===== src/rtl/hazard_scoreboard.sv =====
// -----------------------------------------------------------------------------
// hazard_scoreboard
//
// Sequential read-after-write hazard detector for the ID stage of the in-order
// RV32I pipeline. Each architectural register carries a countdown of the
// cycles left until its pending result can be forwarded. The ID instruction
// stalls while any of its sources is still counting down. Branch and jalr
// resolve in ID, so they wait one cycle longer than EX consumers.
//
// Ports:
//   clk, rst            core clock, asynchronous active-high reset
//   id_valid_i          ID stage holds a real instruction
//   rs1_addr_ID_i/..    source addresses and their use flags
//   Branch_ID_i         conditional branch (resolved in ID)
//   Jalr_ID_i           jalr (resolved in ID)
//   rd_addr_ID_i        destination of the ID instruction
//   RegWrite_ID_i       ID instruction writes rd
//   MemRead_ID_i        ID instruction is a load
//   flush_id_i          ID instruction is killed this cycle
//   freeze_i            whole pipeline held; state does not advance
//   stall_o             hold IF/ID and bubble ID/EX (combinational)
//   pending_o           bit r set while register r has a result in flight
//   stall_cnt_o         saturating count of unfrozen stall cycles
// -----------------------------------------------------------------------------
module hazard_scoreboard #(
    parameter int NUM_REGS = 32,
    parameter int LOAD_LAT = 1,
    parameter int ALU_LAT  = 0,
    parameter int STAT_W   = 16,
    localparam int AW      = $clog2(NUM_REGS)
) (
    input  logic              clk,
    input  logic              rst,
    input  logic              id_valid_i,
    input  logic [AW-1:0]     rs1_addr_ID_i,
    input  logic              rs1_used_i,
    input  logic [AW-1:0]     rs2_addr_ID_i,
    input  logic              rs2_used_i,
    input  logic              Branch_ID_i,
    input  logic              Jalr_ID_i,
    input  logic [AW-1:0]     rd_addr_ID_i,
    input  logic              RegWrite_ID_i,
    input  logic              MemRead_ID_i,
    input  logic              flush_id_i,
    input  logic              freeze_i,
    output logic              stall_o,
    output logic [NUM_REGS-1:0] pending_o,
    output logic [STAT_W-1:0] stall_cnt_o
);

    localparam int MAX_LAT = (LOAD_LAT > ALU_LAT) ? LOAD_LAT : ALU_LAT;
    localparam int CW      = $clog2(MAX_LAT + 2);

    localparam logic [CW-1:0] LOAD_INIT = CW'(LOAD_LAT + 1);
    localparam logic [CW-1:0] ALU_INIT  = CW'(ALU_LAT + 1);

    // Countdown per register. Entry 0 is never loaded (issue excludes rd=0)
    // and only ever decrements from zero-guarded values, so it stays 0.
    logic [CW-1:0] cnt [NUM_REGS];

    logic          id_class;
    logic [CW-1:0] cnt_rs1, cnt_rs2;
    logic          need_rs1, need_rs2;
    logic          hazard_rs1, hazard_rs2;
    logic          issue;

    // An ID-resolved consumer needs the value one cycle earlier than an EX
    // consumer, so it waits for the counter to reach 0 instead of 1.
    assign id_class   = Branch_ID_i | Jalr_ID_i;
    assign cnt_rs1    = cnt[rs1_addr_ID_i];
    assign cnt_rs2    = cnt[rs2_addr_ID_i];
    assign need_rs1   = id_valid_i & rs1_used_i & (rs1_addr_ID_i != '0);
    assign need_rs2   = id_valid_i & rs2_used_i & (rs2_addr_ID_i != '0);
    assign hazard_rs1 = id_class ? (cnt_rs1 != '0) : (cnt_rs1 > CW'(1));
    assign hazard_rs2 = id_class ? (cnt_rs2 != '0) : (cnt_rs2 > CW'(1));

    // Freeze deliberately does not mask the stall: the held instruction must
    // keep reporting its hazard so nothing slips through when the hold ends.
    assign stall_o = ~flush_id_i & ((need_rs1 & hazard_rs1) | (need_rs2 & hazard_rs2));

    assign issue = id_valid_i & RegWrite_ID_i & (rd_addr_ID_i != '0)
                 & ~stall_o & ~flush_id_i & ~freeze_i;

    // NOTE: sequential state is written with non-blocking assignments only, so
    // every counter samples the pre-edge values regardless of statement order.
    // NOTE: the counter array is a small flop bank, not a RAM, and must read
    // as idle straight out of reset, so every entry is cleared.
    always_ff @(posedge clk or posedge rst) begin
        if (rst) begin
            for (int r = 0; r < NUM_REGS; r++) begin
                cnt[r] <= '0;
            end
        end else if (!freeze_i) begin
            for (int r = 0; r < NUM_REGS; r++) begin
                // The youngest producer overrides any countdown in flight (WAW).
                if (issue && (rd_addr_ID_i == r[AW-1:0])) begin
                    cnt[r] <= MemRead_ID_i ? LOAD_INIT : ALU_INIT;
                end else if (cnt[r] != '0) begin
                    cnt[r] <= cnt[r] - CW'(1);
                end
            end
        end
    end

    always_ff @(posedge clk or posedge rst) begin
        if (rst) begin
            stall_cnt_o <= '0;
        end else if (stall_o && !freeze_i && (stall_cnt_o != '1)) begin
            stall_cnt_o <= stall_cnt_o + STAT_W'(1);
        end
    end

    // NOTE: the output vector gets a default before the loop so no bit can
    // hold its old value and infer a latch.
    always_comb begin
        pending_o = '0;
        for (int r = 0; r < NUM_REGS; r++) begin
            pending_o[r] = (cnt[r] != '0);
        end
    end

endmodule


===== config.mk =====
export PLATFORM = sky130hd
export DESIGN_NAME = hazard_scoreboard
export DESIGN_NICKNAME = d
export VERILOG_FILES = /design/src/rtl/hazard_scoreboard.sv
export SDC_FILE = /design/constraint.sdc
export NUM_CORES = 1
export LEC_CHECK = 0
export CAP_MARGIN = 15
export CORE_MARGIN = 4
export CORE_UTILIZATION = 40
export DETAILED_ROUTE_END_ITERATION = 8
export GPL_ROUTABILITY_DRIVEN = 0
export PLACE_DENSITY = 0.63
export SKIP_LAST_GASP = 1
export SLEW_MARGIN = 20
export SYNTH_ARGS = -nofsm -noshare
export SYNTH_HDL_FRONTEND = slang
export SYNTH_SLANG_ARGS = --single-unit

===== constraint.sdc =====
create_clock -name clk -period 3.07 [get_ports clk]
set_clock_uncertainty 0.05 [all_clocks]
set_input_delay 0.307 -clock clk [delete_from_list [all_inputs] [get_ports clk]]
set_output_delay 0.307 -clock clk [all_outputs]
set_load 0.01 [all_outputs]

==> metrics.log <==
[metrics] status: finished, final reports clean
[metrics] count of mapped cells out of synthesis: 759
[metrics] reg2reg setup slack: 0.11 ns
[metrics] critical setup path kind: input pin to output pin
[metrics] Die Area: 19070 um2
[metrics] maximum buffer depth of the clock tree: 2
[metrics] Reg clk slew, reported paths: 0.06 ns
[metrics] flops & latches, synth: 80
[metrics] total CTS buffers: 9
[metrics] reg-to-reg startpoint: cnt[36]$_DFFE_PP0P_
[metrics] post-route minimum period: 2.993 ns
[metrics] share of final-layout standard cells stronger than drive strength 1: 0.1510
[metrics] final hold violations: 0
[metrics] antenna violations before repair: 0
[metrics] combined global-route utilization of all metal layers: 0.2150
[metrics] Synth Area in Adders: 0.06100
[metrics] max-slew violations: 0
[metrics] worst-case vdd ir drop: 326.2 uV
[metrics] Syn Area/Cell: about 8.9 um2
[metrics] die height: 138.1 um
[metrics] DP Worst Slack: -0.4966 ns
[metrics] core occupancy in the finished layout: 0.5052
[metrics] synth unique cells: between 40 and 50
[metrics] library cell with the largest summed area after synthesis: dfrtp_1
[metrics] fraction of post-synthesis cell area in the top cell type by area: 0.2957
[metrics] max-capacitance violation count: 0
[metrics] main flop type after synthesis: dfrtp_1
[metrics] final worst slack: between 0.07 and 0.08 ns
[metrics] final-stage net count: 895
[metrics] final global-route overflow total: 0
[metrics] largest family of logic cells by synthesized area: simple AND/OR/NAND/NOR gates
[metrics] transition at the pin with the smallest max-transition slack: 1.085 ns
[metrics] maximum level of the CTS H-tree: 3
[metrics] Post-DRT Antenna Nets: 0
[metrics] warnings from Yosys: 0
[metrics] synth cell count leaders: inv_1, dfrtp_1, nor2_1
[metrics] largest net degree at the start of global routing: 72
[metrics] cell area after synthesis: about 6800 um2
[metrics] post-route fraction of the period consumed by the critical path: 0.9750
[metrics] number of buffers added on ports: 74
[metrics] global-route wire length before repair: 33800 um
[metrics] data arrival time of the critical path: 2.64 ns
[metrics] number of sinks on the clock net: 80
[metrics] Setup Viol. Count Final: 0
[metrics] Root Buffer: clkbuf_16
[metrics] post-synthesis compound-gate area fraction: 0.1945
[metrics] static leakage: 3.532 nW
[metrics] core region area: 16580 um2
[metrics] power density over the cells: 864.8 nW/um2
[metrics] Cell Count, Final, Fillers Out: ~1100
[metrics] Max Freq: between 300 and 400 MHz
[metrics] filler instances: 1507
[metrics] type of destination of the critical path: output pin
[metrics] total iterations of the first detailed-routing run: 5
[metrics] First DRT Iteration DRCs: 625
[metrics] antenna cell count: 0
[metrics] number of buffers inserted by hold repair at cts: 0
[metrics] I/O pin count: 75
[metrics] R2R cell count: 8
[metrics] vias after detailed routing: 6448
[metrics] Post-synth EDFFs: 0
[metrics] Net Count, Synth: slightly above 800
[metrics] setup total negative slack: 0 ns
[metrics] effective utilization at floorplan: 0.4082
[metrics] Final Total Pwr: a little over 7 mW
[metrics] DRC violations left: 0
[metrics] TritonCTS clock tree: built
[metrics] Die Wd: 138.1 um
[metrics] Tightest Hold Check Type: input pin to asynchronous set/reset pin
[metrics] launching element type of the critical path: input pin
[metrics] total instance count after detailed placement: about 1000
[metrics] terminus of the critical flop-to-flop path: cnt[20]$_DFFE_PP0P_
[metrics] clock latency of the later-clocked register in the worst-skew pair: ~0.35 ns
[metrics] fraction of synthesis flops using an asynchronous set or reset pin: 1.000
[metrics] cell types occupying the most area after synthesis: dfrtp_1, mux4_2, o32a_1
[metrics] parity-gate share of the synthesized area counting xor and xnor cells: 0.02070
[metrics] hold slack final: between 0.3 and 0.4 ns
[metrics] Post-Synth Simple-Gate Area: 0.2131
[metrics] most repeated cell in the gate-level netlist after synthesis: inv_1
[metrics] standard-cell rows: 47
[metrics] detailed-route vias per instance: between 6 and 7
[metrics] Worst slew margin: 0.2767
[metrics] synthesis-to-finish area growth: 23.77%
[metrics] unrepaired setup endpoints after global routing: no
[metrics] post-detail-place hpwl: 15270 um
[metrics] critical path peak fanout: 7
[metrics] required time at the endpoint of the critical path: 2.71 ns
[metrics] wire length per cell after detailed routing: 19.76 um
[metrics] vias in the first global route: around 6500
[metrics] post-synthesis sequential area ratio: 0.2957
[metrics] routed wire length: 20970 um
[metrics] final design area excluding fillers: 8378 um2
[metrics] multiplexer area fraction after synthesis: 0.1205
[metrics] post-place instance area: 7919 um2
[placed cells by master, fill, tap and decap left out, types with 32 or more instances in the layout]
master             n
nor3_1            53
nor2b_1           37
inv_1            101
buf_4             41
ha_1              33
a211oi_1          32
nor2_1            76
dfrtp_1           80
o32a_1            52
clkdlybuf4s50_1   70
[what timing repair did]
item,in CTS,in global routing
gates cloned,1,0
resized for setup,9,17
endpoints found under the setup margin,56,54
pin swaps,4,3
buffers inserted,1,2
[layer usage]
metal	vias to the layer above	part of all wire	wire, um	global-route usage
li1	2954	-	-	-
met1	3226	0.43	9071	0.2768
met2	219	0.48	10080	0.3571
met3	49	0.060	1256	0.04523
met4	0	0.027	558	0.08112
met5	-	0	0	0
[cell type report]
type	count	area [um2]	area share
clock buffer	13	250.2	0.02987
clock inverter	3	65.06	0.007766
timing repair buffer	123	1189	0.1419
tap	220	275.3	0.03286
inverter	102	384.1	0.04585
sequential	80	2002	0.2389
multi-input combinational	520	4213	0.5028
[state kept, by name, indices dropped and copies added (netlist names)]
signal and flops:
stall_cnt_o 16, cnt 64
[where the power goes]
group	total [mW]	switching [mW]	internal [mW]
sequential	2.12	0.597	1.52
combinational	3.94	1.86	2.07
clock	1.19	0.451	0.735
total	7.25	2.91	4.33
[logic make-up after synthesis]
kind of cell               after synthesis
and+or+nand+nor                        279
buffers and inverters                  159
AOI/OAI and AO/OA                      145
DFF                                     80
muxes                                   47
adders and majority gates               33
xor gates and xnor gates                16
[critical path, stage by stage]
cell and delay [ns]:
clkdlybuf4s50_1 0.45, buf_4 0.17, mux4_2 0.31, mux2_2 0.30, a2111oi_4 0.36, a211oi_1 0.12, a32o_4 0.33, nor2b_1 0.14
buf_2 0.14
[how the worst max path moves through the flow]
stage / startpoint / endpoint / depth (start not counted)
after floorplan: rs1_addr_ID_i[0] / stall_o / 11
final: rs2_addr_ID_i[1] / stall_o / 9
after detailed placement: rs2_addr_ID_i[0] / cnt[14]$_DFFE_PP0P_ / 10
after CTS: rs1_addr_ID_i[0] / cnt[20]$_DFFE_PP0P_ / 11
after global routing: rs2_addr_ID_i[0] / stall_o / 9
after global placement: rs2_addr_ID_i[0] / stall_o / 9
No activity file was read; power rests on OpenSTA's default activity.
